===== src/rtl/serial_sub_pkg.sv =====
// Shared types for the bit-serial subtraction controller: FSM state encoding
// and a reference model of the single-bit full subtracter cell.
package serial_sub_pkg;

    typedef enum logic [1:0] {
        IDLE  = 2'd0,
        SHIFT = 2'd1,
        DONE  = 2'd2
    } state_t;

    // Returns {borrow, diff} of A - B - Bin for one bit position.
    function automatic logic [1:0] fs_ref(input logic i_a, input logic i_b, input logic i_bin);
        logic w_d;
        logic w_bo;
        w_d  = i_a ^ i_b ^ i_bin;
        w_bo = (~i_a & i_b) | (~(i_a ^ i_b) & i_bin);
        return {w_bo, w_d};
    endfunction

endpackage


===== src/rtl/Full_Subtracter.sv =====
// Single-bit full subtracter cell: Diff = A - B - Bin, with borrow-out.
module Full_Subtracter (
    input  logic A,
    input  logic B,
    input  logic Bin,
    output logic Diff,
    output logic Borrow
);

    assign Diff   = A ^ B ^ Bin;
    assign Borrow = (~A & B) | (~(A ^ B) & Bin);

endmodule


===== src/rtl/serial_sub_ctrl.sv =====
// Bit-serial A - B - Bin: one shared full subtracter cell is stepped over
// WIDTH cycles, LSB first, under a start/done handshake.
module serial_sub_ctrl
    import serial_sub_pkg::*;
#(
    parameter int WIDTH = 8
) (
    input  logic             clk,
    input  logic             rst_n,
    input  logic             start,
    input  logic [WIDTH-1:0] a,
    input  logic [WIDTH-1:0] b,
    input  logic             bin,
    output logic             ready,
    output logic             busy,
    output logic             done,
    output logic [WIDTH-1:0] diff,
    output logic             borrow,
    output logic             zero
);

    localparam int CNT_W = (WIDTH > 1) ? $clog2(WIDTH) : 1;
    localparam logic [CNT_W-1:0] LAST_CNT = CNT_W'(WIDTH - 1);

    state_t           r_state;
    logic [WIDTH-1:0] r_a_sh;
    logic [WIDTH-1:0] r_b_sh;
    logic [WIDTH-1:0] r_res_sh;
    logic             r_brw;
    logic [CNT_W-1:0] r_cnt;
    logic [WIDTH-1:0] r_diff;
    logic             r_borrow;
    logic             r_zero;

    logic             w_cell_diff;
    logic             w_cell_borrow;
    logic [WIDTH-1:0] w_res_next;

    Full_Subtracter u_cell (
        .A      (r_a_sh[0]),
        .B      (r_b_sh[0]),
        .Bin    (r_brw),
        .Diff   (w_cell_diff),
        .Borrow (w_cell_borrow)
    );

    // Result fills from the MSB so the first (LSB) bit ends up at bit 0.
    assign w_res_next = {w_cell_diff, r_res_sh[WIDTH-1:1]};

    always_ff @(posedge clk or negedge rst_n) begin
        if (!rst_n) begin
            r_state  <= IDLE;
            r_a_sh   <= '0;
            r_b_sh   <= '0;
            r_res_sh <= '0;
            r_brw    <= 1'b0;
            r_cnt    <= '0;
            r_diff   <= '0;
            r_borrow <= 1'b0;
            r_zero   <= 1'b0;
        end else begin
            case (r_state)
                IDLE: begin
                    if (start) begin
                        r_a_sh  <= a;
                        r_b_sh  <= b;
                        r_brw   <= bin;
                        r_cnt   <= '0;
                        r_state <= SHIFT;
                    end
                end
                SHIFT: begin
                    r_a_sh   <= r_a_sh >> 1;
                    r_b_sh   <= r_b_sh >> 1;
                    r_res_sh <= w_res_next;
                    r_brw    <= w_cell_borrow;
                    r_cnt    <= r_cnt + CNT_W'(1);
                    // Final bit: publish the full result on the same edge.
                    if (r_cnt == LAST_CNT) begin
                        r_diff   <= w_res_next;
                        r_borrow <= w_cell_borrow;
                        r_zero   <= (w_res_next == '0);
                        r_state  <= DONE;
                    end
                end
                DONE: begin
                    r_state <= IDLE;
                end
                default: begin
                    r_state <= IDLE;
                end
            endcase
        end
    end

    assign ready  = (r_state == IDLE);
    assign busy   = (r_state == SHIFT) || (r_state == DONE);
    assign done   = (r_state == DONE);
    assign diff   = r_diff;
    assign borrow = r_borrow;
    assign zero   = r_zero;

endmodule


===== config.mk =====
export PLATFORM = sky130hd
export DESIGN_NAME = serial_sub_ctrl
export DESIGN_NICKNAME = d
export VERILOG_FILES = /design/src/rtl/serial_sub_pkg.sv /design/src/rtl/Full_Subtracter.sv /design/src/rtl/serial_sub_ctrl.sv
export SDC_FILE = /design/constraint.sdc
export NUM_CORES = 1
export LEC_CHECK = 0
export CORE_ASPECT_RATIO = 1.25
export CORE_MARGIN = 2
export CORE_UTILIZATION = 30
export DETAILED_ROUTE_END_ITERATION = 12
export PLACE_DENSITY = 0.61
export SLEW_MARGIN = 20
export SYNTH_ARGS = -nofsm -noshare
export SYNTH_HDL_FRONTEND = slang
export SYNTH_SLANG_ARGS = --single-unit

===== constraint.sdc =====
create_clock -name clk -period 3.72 [get_ports clk]
set_input_delay 0.93 -clock clk [delete_from_list [all_inputs] [get_ports clk]]
set_output_delay 0.93 -clock clk [all_outputs]
set_load 0.01 [all_outputs]

==> flow_metrics.env <==
export IMPL_path_max_fanout=5
export IMPL_via_count=1160
export IMPL_clock_latency_ns=0.28
export IMPL_track_usage=0.107
export IMPL_rsz0062_at_grt="false"
export IMPL_grt_pass1_wl_microns=5710
export IMPL_post_dp_hpwl_microns=2130
export IMPL_seq_area_sq_um=976
export IMPL_drive_gt1_frac=0.228
export IMPL_syn_to_final_growth_pct=24.0
export IMPL_final_cell_area_sq_mm=0.00231
export IMPL_drc_errors=0
export IMPL_r2r_slack_ns=1.51
export IMPL_max_freq_mhz=388
export IMPL_layout_commonest_cell="dfrtp_1"
export IMPL_power_density_mw_per_mm2=791
export IMPL_drt_pass1_iterations=3
export IMPL_tns_ns=0
export IMPL_setup_violations_final=0
export IMPL_min_to="r_b_sh[0]"
export IMPL_grt_pass1_vias=1249
export IMPL_initial_utilization=0.307
export IMPL_syn_avg_cell_area_sq_um=12.8
export IMPL_utilization=0.380
export IMPL_num_io_pins=33
export IMPL_multi_input_area_sq_um=772
export IMPL_rr_startpoint="r_state[1]"
export IMPL_synth_nets=172
export IMPL_start_kind="flop"
export IMPL_final_cell_mix="39 x dfrtp_1, 31 x clkdlybuf4s50_1, 22 x nand2_1"
export IMPL_dp_cells=258
export IMPL_finalWorstSetupSlack_ns=1.14
export IMPL_grt_max_degree=40
export IMPL_clkSlewWorstSetupHoldPaths_ns=0.07
export IMPL_clockBufferDepth=2
export IMPL_worst_ir_drop_vdd_v=0.000301
export IMPL_overflow=0
export IMPL_fp_row_count=32
export IMPL_synth_area_sq_mm=0.00187
export IMPL_r2r_cells=6
export IMPL_yosysTopAreaCellShare=0.523
export IMPL_synth_area_leaders="dfrtp_1 52%, mux2i_1 7.5%, o21ai_2 6.1%"
export IMPL_wl_microns=3090
export IMPL_cts_resized=0
export IMPL_htree_levels=2
export IMPL_holdPathStages=2
export IMPL_numCtsBuffers=5
export IMPL_antenna_found_initial=0
export IMPL_tritoncts="built"
export IMPL_gp_congestion=0.657
export IMPL_cap_violations=0
export IMPL_seq_area_frac_synth=0.523
export IMPL_r2r_end="r_state[0]"
export IMPL_cts_setup_buffers=0
export IMPL_required_ns=2.79
export IMPL_leakage_nw=1.04
export IMPL_final_cells=265
export IMPL_ant_nets=0
export IMPL_status="finished, final reports clean"
export IMPL_die_area_sq_mm=0.00687
export IMPL_hold_violations=0
export IMPL_path_cells="inv_1 > ha_1 > clkdlybuf4s50_1"
export IMPL_cp_end_kind="primary output"
export IMPL_clock_sinks=39
export IMPL_drt_iter0_markers=53
export IMPL_cts_root_buf="clkbuf_8"
export IMPL_yosys_register_bits=39
export IMPL_avgViaCountPerCell=4.38
export IMPL_synth_cells=146
export IMPL_placed_area_sq_mm=0.00221
export IMPL_max_slew_margin_rel=0.381
export IMPL_die_h_microns=92.2
export IMPL_critPathMaxStageDelay_ns=0.59
export IMPL_wl_per_cell_microns=11.6
export IMPL_post_place_ws_ns=1.41
export IMPL_drv_slew=0
export IMPL_finalCritPeriodShare=0.693
export IMPL_worstHoldStart="r_b_sh[0]"
export IMPL_holdBufCountCts=0
export IMPL_hold_class="reg2reg"
export IMPL_fillers=639
export IMPL_ys_warn_count=0
export IMPL_finalCriticalPeriod_ns=2.58
export IMPL_fin_nets=206
export IMPL_diodes=0
export IMPL_die_x_microns=74.5
export IMPL_numPortBuffers=32
export IMPL_tightest_slew_ns=0.929
export IMPL_worst_path_max_delay_cell="clkdlybuf4s50_1"
export IMPL_fin_skew_ns=0.00524
export IMPL_synth_distinct_cells=26
export IMPL_cp_arrival_ns=1.65
export IMPL_yosysTopAreaCell="dfrtp_1"
export IMPL_fp_coreArea_sq_mm=0.00609
export IMPL_path_class="reg2out"
-- cell families (layout without fill, tap and decap cells) --
group,count (synthesis),after routing,share of synthesized area
adder cells (fa/ha/maj),6,6,0.0443
AO/OA/AOI/OAI,28,28,0.111
buffers and inverters,14,48,0.0630
AND/OR/NAND/NOR,29,29,0.0691
flip-flops,39,39,0.523
multiplexers,30,30,0.190
-- worst max-delay path, delay by kind of cell, from the launching register on --
| kind | cells | cell delay [ns] |
|---|---|---|
| buffers and inverters | 2 | 0.67 |
| flip-flops | 1 | 0.39 |
| adder cells (fa/ha/maj) | 1 | 0.30 |
-- per-stage QoR --
stage                     hold WS, ns  total power (W)
final                           0.478          0.00183
after global placement          0.461          0.00150
after CTS                       0.482          0.00187
after floorplan                 0.447          0.00138
after global routing            0.511          0.00199
after detailed placement        0.464          0.00152
-- where the power goes --
part | switching, W | leakage, nW | internal (W)
logic | 0.000380 | 0.494 | 0.000404
registers | 0.000108 | 0.498 | 0.000603
clock network | 0.000139 | 0.0513 | 0.000197
-- flip-flops by register name, summed over array words and instances, names as in the netlist --
register and flops:
borrow 1, r_state 2, r_a_sh 8, r_b_sh 8
zero 1, r_cnt 3, r_brw 1, diff 8
r_res_sh 7
-- layer usage --
metal	GRT usage	wire, microns
met1	0.138	1400
met2	0.169	1500
met4	0.0357	50
met3	0.0330	129
met5	0	0
-- synth_stat cells (all sizes together) --
master  instances
and3            1
a21oi           6
inv             7
ha              5
buf             7
o31ai           1
nor4            2
mux2i          15
nand2b          1
or2b            1
dfrtp          39
fa              1
nand2          23
nor2b           1
o22ai           1
a32o            2
o21ai          18
mux2           15
-- worst max path at each step --
stage	startpoint	end	depth (start not counted)
after floorplan	r_state[0]	ready	2
after global placement	start	r_cnt[1]	4
after global routing	r_state[1]	ready	3
after detailed placement	start	r_b_sh[6]	5
final	r_state[0]	ready	3
after CTS	r_state[0]	ready	3
-- layout make-up --
cell class / count / share of cell area
clock inverters: 1 / 0.0130
inverters: 7 / 0.0114
repair buffers: 34 / 0.143
multi-input cells: 93 / 0.334
clock buffers: 6 / 0.0314
flip-flops and latches: 39 / 0.422
well taps: 85 / 0.0460
No activity file was read; power rests on OpenSTA's default activity.
